==> src/rtl/hilo_mul_sequencer.sv <==
// HI/LO multiply sequencer: iterative shift-add multiplier that owns the HI and LO registers.
// Executes MULT/MULTU/MADD/MSUB/MTHI/MTLO, serves MFHI/MFLO and stalls colliding HI/LO ops.
module hilo_mul_sequencer #(
    parameter int unsigned WIDTH          = 32,
    parameter int unsigned BITS_PER_CYCLE = 1
) (
    input  logic             clk_i,
    input  logic             rst_ni,
    input  logic             op_valid_i,
    input  logic [5:0]       alu_control_i,
    input  logic [WIDTH-1:0] a_i,
    input  logic [WIDTH-1:0] b_i,
    input  logic             flush_i,
    output logic             busy_o,
    output logic             stall_o,
    output logic             done_o,
    output logic [WIDTH-1:0] read_data_o,
    output logic [WIDTH-1:0] hi_o,
    output logic [WIDTH-1:0] lo_o
);

    localparam int unsigned N    = WIDTH / BITS_PER_CYCLE;
    localparam int unsigned CntW = (N > 1) ? $clog2(N) : 1;

    localparam logic [5:0] OpMult  = 6'd4;
    localparam logic [5:0] OpMultu = 6'd5;
    localparam logic [5:0] OpMadd  = 6'd6;
    localparam logic [5:0] OpMsub  = 6'd7;
    localparam logic [5:0] OpMthi  = 6'd32;
    localparam logic [5:0] OpMtlo  = 6'd33;
    localparam logic [5:0] OpMfhi  = 6'd34;
    localparam logic [5:0] OpMflo  = 6'd35;

    typedef enum logic [1:0] {StIdle, StMul, StAcc} state_e;
    typedef enum logic [1:0] {KindMul, KindMadd, KindMsub} kind_e;

    state_e               state_q, state_d;
    kind_e                kind_q, kind_d;
    logic [2*WIDTH-1:0]   mcand_q, mcand_d;
    logic [WIDTH-1:0]     mplier_q, mplier_d;
    logic [2*WIDTH-1:0]   acc_q, acc_d;
    logic                 neg_q, neg_d;
    logic [CntW-1:0]      cnt_q, cnt_d;
    logic [WIDTH-1:0]     hi_q, hi_d;
    logic [WIDTH-1:0]     lo_q, lo_d;
    logic                 done_q, done_d;

    logic                 is_mul_op;
    logic                 is_hilo_op;
    logic                 start;
    logic                 a_neg, b_neg;
    logic [WIDTH-1:0]     a_mag, b_mag;
    logic [2*WIDTH-1:0]   step_sum;
    logic [2*WIDTH-1:0]   prod;

    // Opcode decode, stall and operand magnitudes for the start of a multiply.
    always_comb begin
        is_mul_op  = (alu_control_i >= OpMult) && (alu_control_i <= OpMsub);
        is_hilo_op = is_mul_op || ((alu_control_i >= OpMthi) && (alu_control_i <= OpMflo));
        busy_o     = (state_q != StIdle);
        stall_o    = busy_o && op_valid_i && is_hilo_op;
        start      = (state_q == StIdle) && op_valid_i && is_mul_op && !flush_i;
        // MULTU treats operands as raw unsigned values; the rest work on magnitudes.
        a_neg      = (alu_control_i != OpMultu) && a_i[WIDTH-1];
        b_neg      = (alu_control_i != OpMultu) && b_i[WIDTH-1];
        a_mag      = a_neg ? -a_i : a_i;
        b_mag      = b_neg ? -b_i : b_i;
    end

    // One iteration: add the shifted multiplicand for each set multiplier bit in this slice.
    always_comb begin
        step_sum = acc_q;
        for (int k = 0; k < int'(BITS_PER_CYCLE); k++) begin
            if (mplier_q[k]) begin
                step_sum = step_sum + (mcand_q << k);
            end
        end
        prod = neg_q ? -acc_q : acc_q;
    end

    // Next-state logic for the FSM, multiplier datapath and HI/LO.
    always_comb begin
        state_d  = state_q;
        kind_d   = kind_q;
        mcand_d  = mcand_q;
        mplier_d = mplier_q;
        acc_d    = acc_q;
        neg_d    = neg_q;
        cnt_d    = cnt_q;
        hi_d     = hi_q;
        lo_d     = lo_q;
        done_d   = 1'b0;

        unique case (state_q)
            StIdle: begin
                if (start) begin
                    mcand_d  = {{WIDTH{1'b0}}, a_mag};
                    mplier_d = b_mag;
                    acc_d    = '0;
                    neg_d    = a_neg ^ b_neg;
                    cnt_d    = CntW'(N - 1);
                    state_d  = StMul;
                    if (alu_control_i == OpMadd) begin
                        kind_d = KindMadd;
                    end else if (alu_control_i == OpMsub) begin
                        kind_d = KindMsub;
                    end else begin
                        kind_d = KindMul;
                    end
                end else if (op_valid_i && (alu_control_i == OpMthi)) begin
                    hi_d = a_i;
                end else if (op_valid_i && (alu_control_i == OpMtlo)) begin
                    lo_d = a_i;
                end
            end
            StMul: begin
                acc_d    = step_sum;
                mcand_d  = mcand_q << BITS_PER_CYCLE;
                mplier_d = mplier_q >> BITS_PER_CYCLE;
                if (cnt_q == '0) begin
                    state_d = StAcc;
                end else begin
                    cnt_d = cnt_q - 1'b1;
                end
            end
            StAcc: begin
                unique case (kind_q)
                    KindMadd: {hi_d, lo_d} = {hi_q, lo_q} + prod;
                    KindMsub: {hi_d, lo_d} = {hi_q, lo_q} - prod;
                    default:  {hi_d, lo_d} = prod;
                endcase
                done_d  = 1'b1;
                state_d = StIdle;
            end
            default: state_d = StIdle;
        endcase

        // A kill abandons the multiply without touching HI/LO or raising Done.
        if (flush_i && (state_q != StIdle)) begin
            state_d = StIdle;
            hi_d    = hi_q;
            lo_d    = lo_q;
            done_d  = 1'b0;
        end
    end

    // State and datapath registers.
    always_ff @(posedge clk_i or negedge rst_ni) begin
        if (!rst_ni) begin
            state_q  <= StIdle;
            kind_q   <= KindMul;
            mcand_q  <= '0;
            mplier_q <= '0;
            acc_q    <= '0;
            neg_q    <= 1'b0;
            cnt_q    <= '0;
            hi_q     <= '0;
            lo_q     <= '0;
            done_q   <= 1'b0;
        end else begin
            state_q  <= state_d;
            kind_q   <= kind_d;
            mcand_q  <= mcand_d;
            mplier_q <= mplier_d;
            acc_q    <= acc_d;
            neg_q    <= neg_d;
            cnt_q    <= cnt_d;
            hi_q     <= hi_d;
            lo_q     <= lo_d;
            done_q   <= done_d;
        end
    end

    // MFHI/MFLO read port and architectural outputs.
    always_comb begin
        read_data_o = '0;
        if (alu_control_i == OpMfhi) begin
            read_data_o = hi_q;
        end else if (alu_control_i == OpMflo) begin
            read_data_o = lo_q;
        end
        hi_o   = hi_q;
        lo_o   = lo_q;
        done_o = done_q;
    end

endmodule

==> config.mk <==
export PLATFORM = sky130hd
export DESIGN_NAME = hilo_mul_sequencer
export DESIGN_NICKNAME = d
export VERILOG_FILES = /design/src/rtl/hilo_mul_sequencer.sv
export SDC_FILE = /design/constraint.sdc
export NUM_CORES = 1
export LEC_CHECK = 0
export CAP_MARGIN = 20
export CELL_PAD_IN_SITES_DETAIL_PLACEMENT = 0
export CELL_PAD_IN_SITES_GLOBAL_PLACEMENT = 1
export CORE_AREA = 3 3 263 369
export DETAILED_ROUTE_END_ITERATION = 10
export DIE_AREA = 0 0 266 372
export GPL_TIMING_DRIVEN = 0
export MAX_ROUTING_LAYER = met4
export PLACE_DENSITY_LB_ADDON = 0.08
export SKIP_CTS_REPAIR_TIMING = 1
export SKIP_LAST_GASP = 1
export SYNTH_ARGS = -nofsm -noshare
export SYNTH_HDL_FRONTEND = slang
export SYNTH_SLANG_ARGS = --single-unit
==> constraint.sdc <==
create_clock -name clk_i -period 14.1 [get_ports clk_i]
set_input_delay 2.82 -clock clk_i [delete_from_list [all_inputs] [get_ports clk_i]]
set_output_delay 2.82 -clock clk_i [all_outputs]
set_load 0.02 [all_outputs]
==> impl_results.md <==
* P_sw at 3.85 mW
* Via count at 26400
* Gpl congestion at 0.974
* Worst hold-check slack at 0.509 ns
* Post-route cell area at 0.0287 mm²
* Wirelength per Cell at 29.6 µm
* Fraction of registers with async set/reset at 1.00
* Proportion of power drawn by the clock network at 0.120
* CP Capture Point: read_data_o[24]
* Full die area at 0.0990 mm²
* Most common flop cell mapped by yosys: dfrtp_1
* Register area at 0.00588 mm²
* Largest net degree at the start of global routing at 89
* Fin util at 0.306
* Commonest non-fill, non-tap cells in the layout: o21ai_0, nand2_1, a21oi_1
* Layout cell share with drive strength beyond 1 at 0.0310
* H-tree levels at 1
* Critical path data arrival time at 5.85 ns
* Mapped Nets at 3474
* Via density per instance at 5.69
* Post-synthesis adder-cell area fraction at 0.110
* CTS tree: built
* Combinational family with the most area after synthesis: compound AO/OA/AOI/OAI gates
* Final period util at 0.615
* Worst vdd ir at 93.7 µV
* Clock root buffer: clkbuf_16
* Final Hold Viols at 0
* Nets at 3682
* CP peak stage delay at 0.77 ns
* Warnings, synthesis at 0
* Least-Margin Pin Slew at 1.16 ns
* Clock tree buffer depth at 3
* Logic pwr share at 0.694
* Post-synth EDFFs at 0
* TritonCTS Sinks at 235
* DRC viols at 0
* Register bit total from synthesis at 235
* Critical path type: primary input to output pin
* Overflow after GRT at 0
* Most common cell after layout, fill and taps aside: o21ai_0
* Area of the core at 0.0939 mm²
* Critical Path RT at 11.28 ns
* Drt total wl at 137000 µm
* R2r setup slk at 5.51 ns
* Setup TNS at 0 ns
* Slew Viols, Final at 0
* Internal power at 2.91 mW
* Post-DP HPWL at 114000 µm
* Distinct cells, synth at 79
* Start point of the critical path: alu_control_i[3]
* Outcome: finished, final reports clean
* Clk_skew at 0.0222 ns
* Compound-Gate Fraction of Synth Area at 0.319
* Maxcap violations at 0
* Syn Inst Count at 3187
* Clk pin slew, worst setup/hold paths at 0.06 ns
* Die width at 266 µm
* Fin crit period at 8.67 ns
* Slowest-stage cell, CP: nor2_1
* Max Clock Freq at 115 MHz
* Worst reg-to-reg path cell count at 25
* Leakage at 11.9 nW
* Proportion of synthesized area in mux cells at 0.00385
* Crit-path cells: clkdlybuf4s50_1, nor2_1, nand3b_1, nor2_1, clkbuf_1, a22o_1, clkdlybuf4s50_1
* Worst R2R End: hi_o[29]
* Clock Latency Late Sink at 0.60 ns
* Max-slew headroom at 0.221
* Top Ports at 173
* Row Count at 133
* Initial antenna violation count at 4
* CTS Buf Count at 28
* Crit end category: output pin
* Pwr Total at 6.76 mW
* Number of global-route vias before repair at 26500
* Initial DRC count at 1807
* Layout fillers at 10200
* Synthesized area at 0.0244 mm²
* Port Buffer Count at 170
* Multi-input gate area at 0.0171 mm²
* HP Class: flop to flop
* Initial Util at 0.259
* Routed Antenna Nets at 0
* Sequential share of the synthesized area at 0.241
* Drt pass-1 iters at 6
* First-pass GRT wire length at 194000 µm
* Reg power frac at 0.186
* Worst r2r src: acc_q[2]
* Syn avg cell area at 7.64 µm²
* Placed inst area at 0.0277 mm²
* PwrDens at 236 mW/mm²
* Post-Synth XOR/XNOR Area at 0.0956
* Final setup viols at 0
* Syn-to-layout area delta at 17.7%
* Crit Path Max Fanout at 10
* Die Ht at 372 µm
* Sw Share at 0.570
* GRT Util Overall at 0.278
* Post-synthesis simple-gate area fraction at 0.175
* Worst setup SP type: primary input
* Unrepaired setup endpoints after global routing: false
[metal layers]
| metal | GRT usage | routed length [µm] | vias to the layer above |
|---|---|---|---|
| met1 | 0.311 | 54400 | 13200 |
| met3 | 0.0241 | 5720 | 220 |
| met2 | 0.503 | 70000 | 870 |
| met5 | - | 0 | - |
| li1 | - | - | 12100 |
| met4 | 0.126 | 7260 | 0 |
[stage by stage]
step	instances	setup slack (ns)
after detailed placement	4580	5.57
final	4638	5.43
after global placement	4572	-1.07
after CTS	4632	5.57
after floorplan	3187	7.35
after global routing	4635	5.23
[final cells by class]
| type | count | area share |
|---|---|---|
| Clock buffer | 44 | 0.0304 |
| Timing Repair Buffer | 178 | 0.0627 |
| Inverter | 162 | 0.0212 |
| Sequential cell | 235 | 0.205 |
| Antenna cell | 6 | 0.000524 |
| Clock inverter | 8 | 0.00410 |
| Tap cell | 1215 | 0.0530 |
| Buffer | 192 | 0.0259 |
| Multi-Input combinational cell | 2598 | 0.597 |
[power by group through the flow]
| stage | sequential (mW) | combinational (mW) | clock [mW] |
|---|---|---|---|
| 2_1_floorplan | 1.12 | 3.00 | 0 |
| 3_3_place_gp | 1.26 | 4.65 | 0 |
| 3_5_place_dp | 1.27 | 4.62 | 0 |
| 4_1_cts | 1.26 | 4.65 | 0.835 |
| 5_1_grt | 1.28 | 5.09 | 0.850 |
| 6_report | 1.26 | 4.69 | 0.811 |
[critical path, delay by kind of cell]
kind	cells	cell delay (ns)
buffers and inverters	3	1.44
AND/OR/NAND/NOR	3	1.26
AO/OA/AOI/OAI	1	0.32
[Yosys cell counts (8+ instances only)]
cell | number | area share
o221ai_1 | 17 | 0.0061
o31ai_1 | 67 | 0.021
nand2b_1 | 23 | 0.0059
buf_1 | 17 | 0.0026
nand3_1 | 67 | 0.014
o41ai_1 | 18 | 0.0065
nor2_1 | 232 | 0.036
and3_1 | 19 | 0.0049
nor4_1 | 40 | 0.010
a21o_1 | 77 | 0.024
xnor2_1 | 156 | 0.056
nor2b_1 | 27 | 0.0069
o21bai_1 | 44 | 0.014
or3_1 | 20 | 0.0051
o21a_1 | 16 | 0.0049
clkbuf_1 | 170 | 0.026
a22o_1 | 38 | 0.014
nand2_1 | 320 | 0.049
inv_1 | 161 | 0.025
a21boi_0 | 8 | 0.0025
or2_2 | 11 | 0.0028
a221oi_1 | 47 | 0.017
a31oi_1 | 40 | 0.010
nor3_1 | 56 | 0.012
o21ai_0 | 322 | 0.066
a21oi_1 | 292 | 0.060
and2_1 | 12 | 0.0031
nand3b_1 | 8 | 0.0025
a221o_1 | 8 | 0.0033
a211oi_1 | 35 | 0.011
a22oi_1 | 73 | 0.023
dfrtp_1 | 235 | 0.24
ha_1 | 210 | 0.11
xor2_1 | 106 | 0.038
a311oi_1 | 13 | 0.0047
or4_1 | 15 | 0.0046
o22ai_1 | 16 | 0.0041
o211ai_1 | 20 | 0.0062
nand4_1 | 30 | 0.0077
[worst min path at each step]
stage	startpoint	to	slack (ns)	cells after the start
after floorplan	mplier_q[31]	mplier_q[31]	0.46	2
after global placement	cnt_q[0]	cnt_q[0]	0.48	1
after detailed placement	mplier_q[3]	mplier_q[3]	0.49	2
after CTS	mplier_q[3]	mplier_q[3]	0.51	2
after global routing	mplier_q[18]	mplier_q[18]	0.54	2
final	mplier_q[7]	mplier_q[7]	0.51	2
[flip-flops by register name, indices dropped and copies added, names as in the netlist]
signal    cells
mplier_q     32
acc_q        64
mcand_q      64
hi_o         32
cnt_q         5
lo_o         32
state_q       2
neg_q         1
done_o        1
kind_q        2
[cell families after synthesis]
kind of cell / after synthesis
flops: 235
xor+xnor: 264
mux: 9
buf+inv: 354
compound gates: 1207
simple gates: 905
fa+ha+maj: 213
No activity file was read; power rests on OpenSTA's default activity.
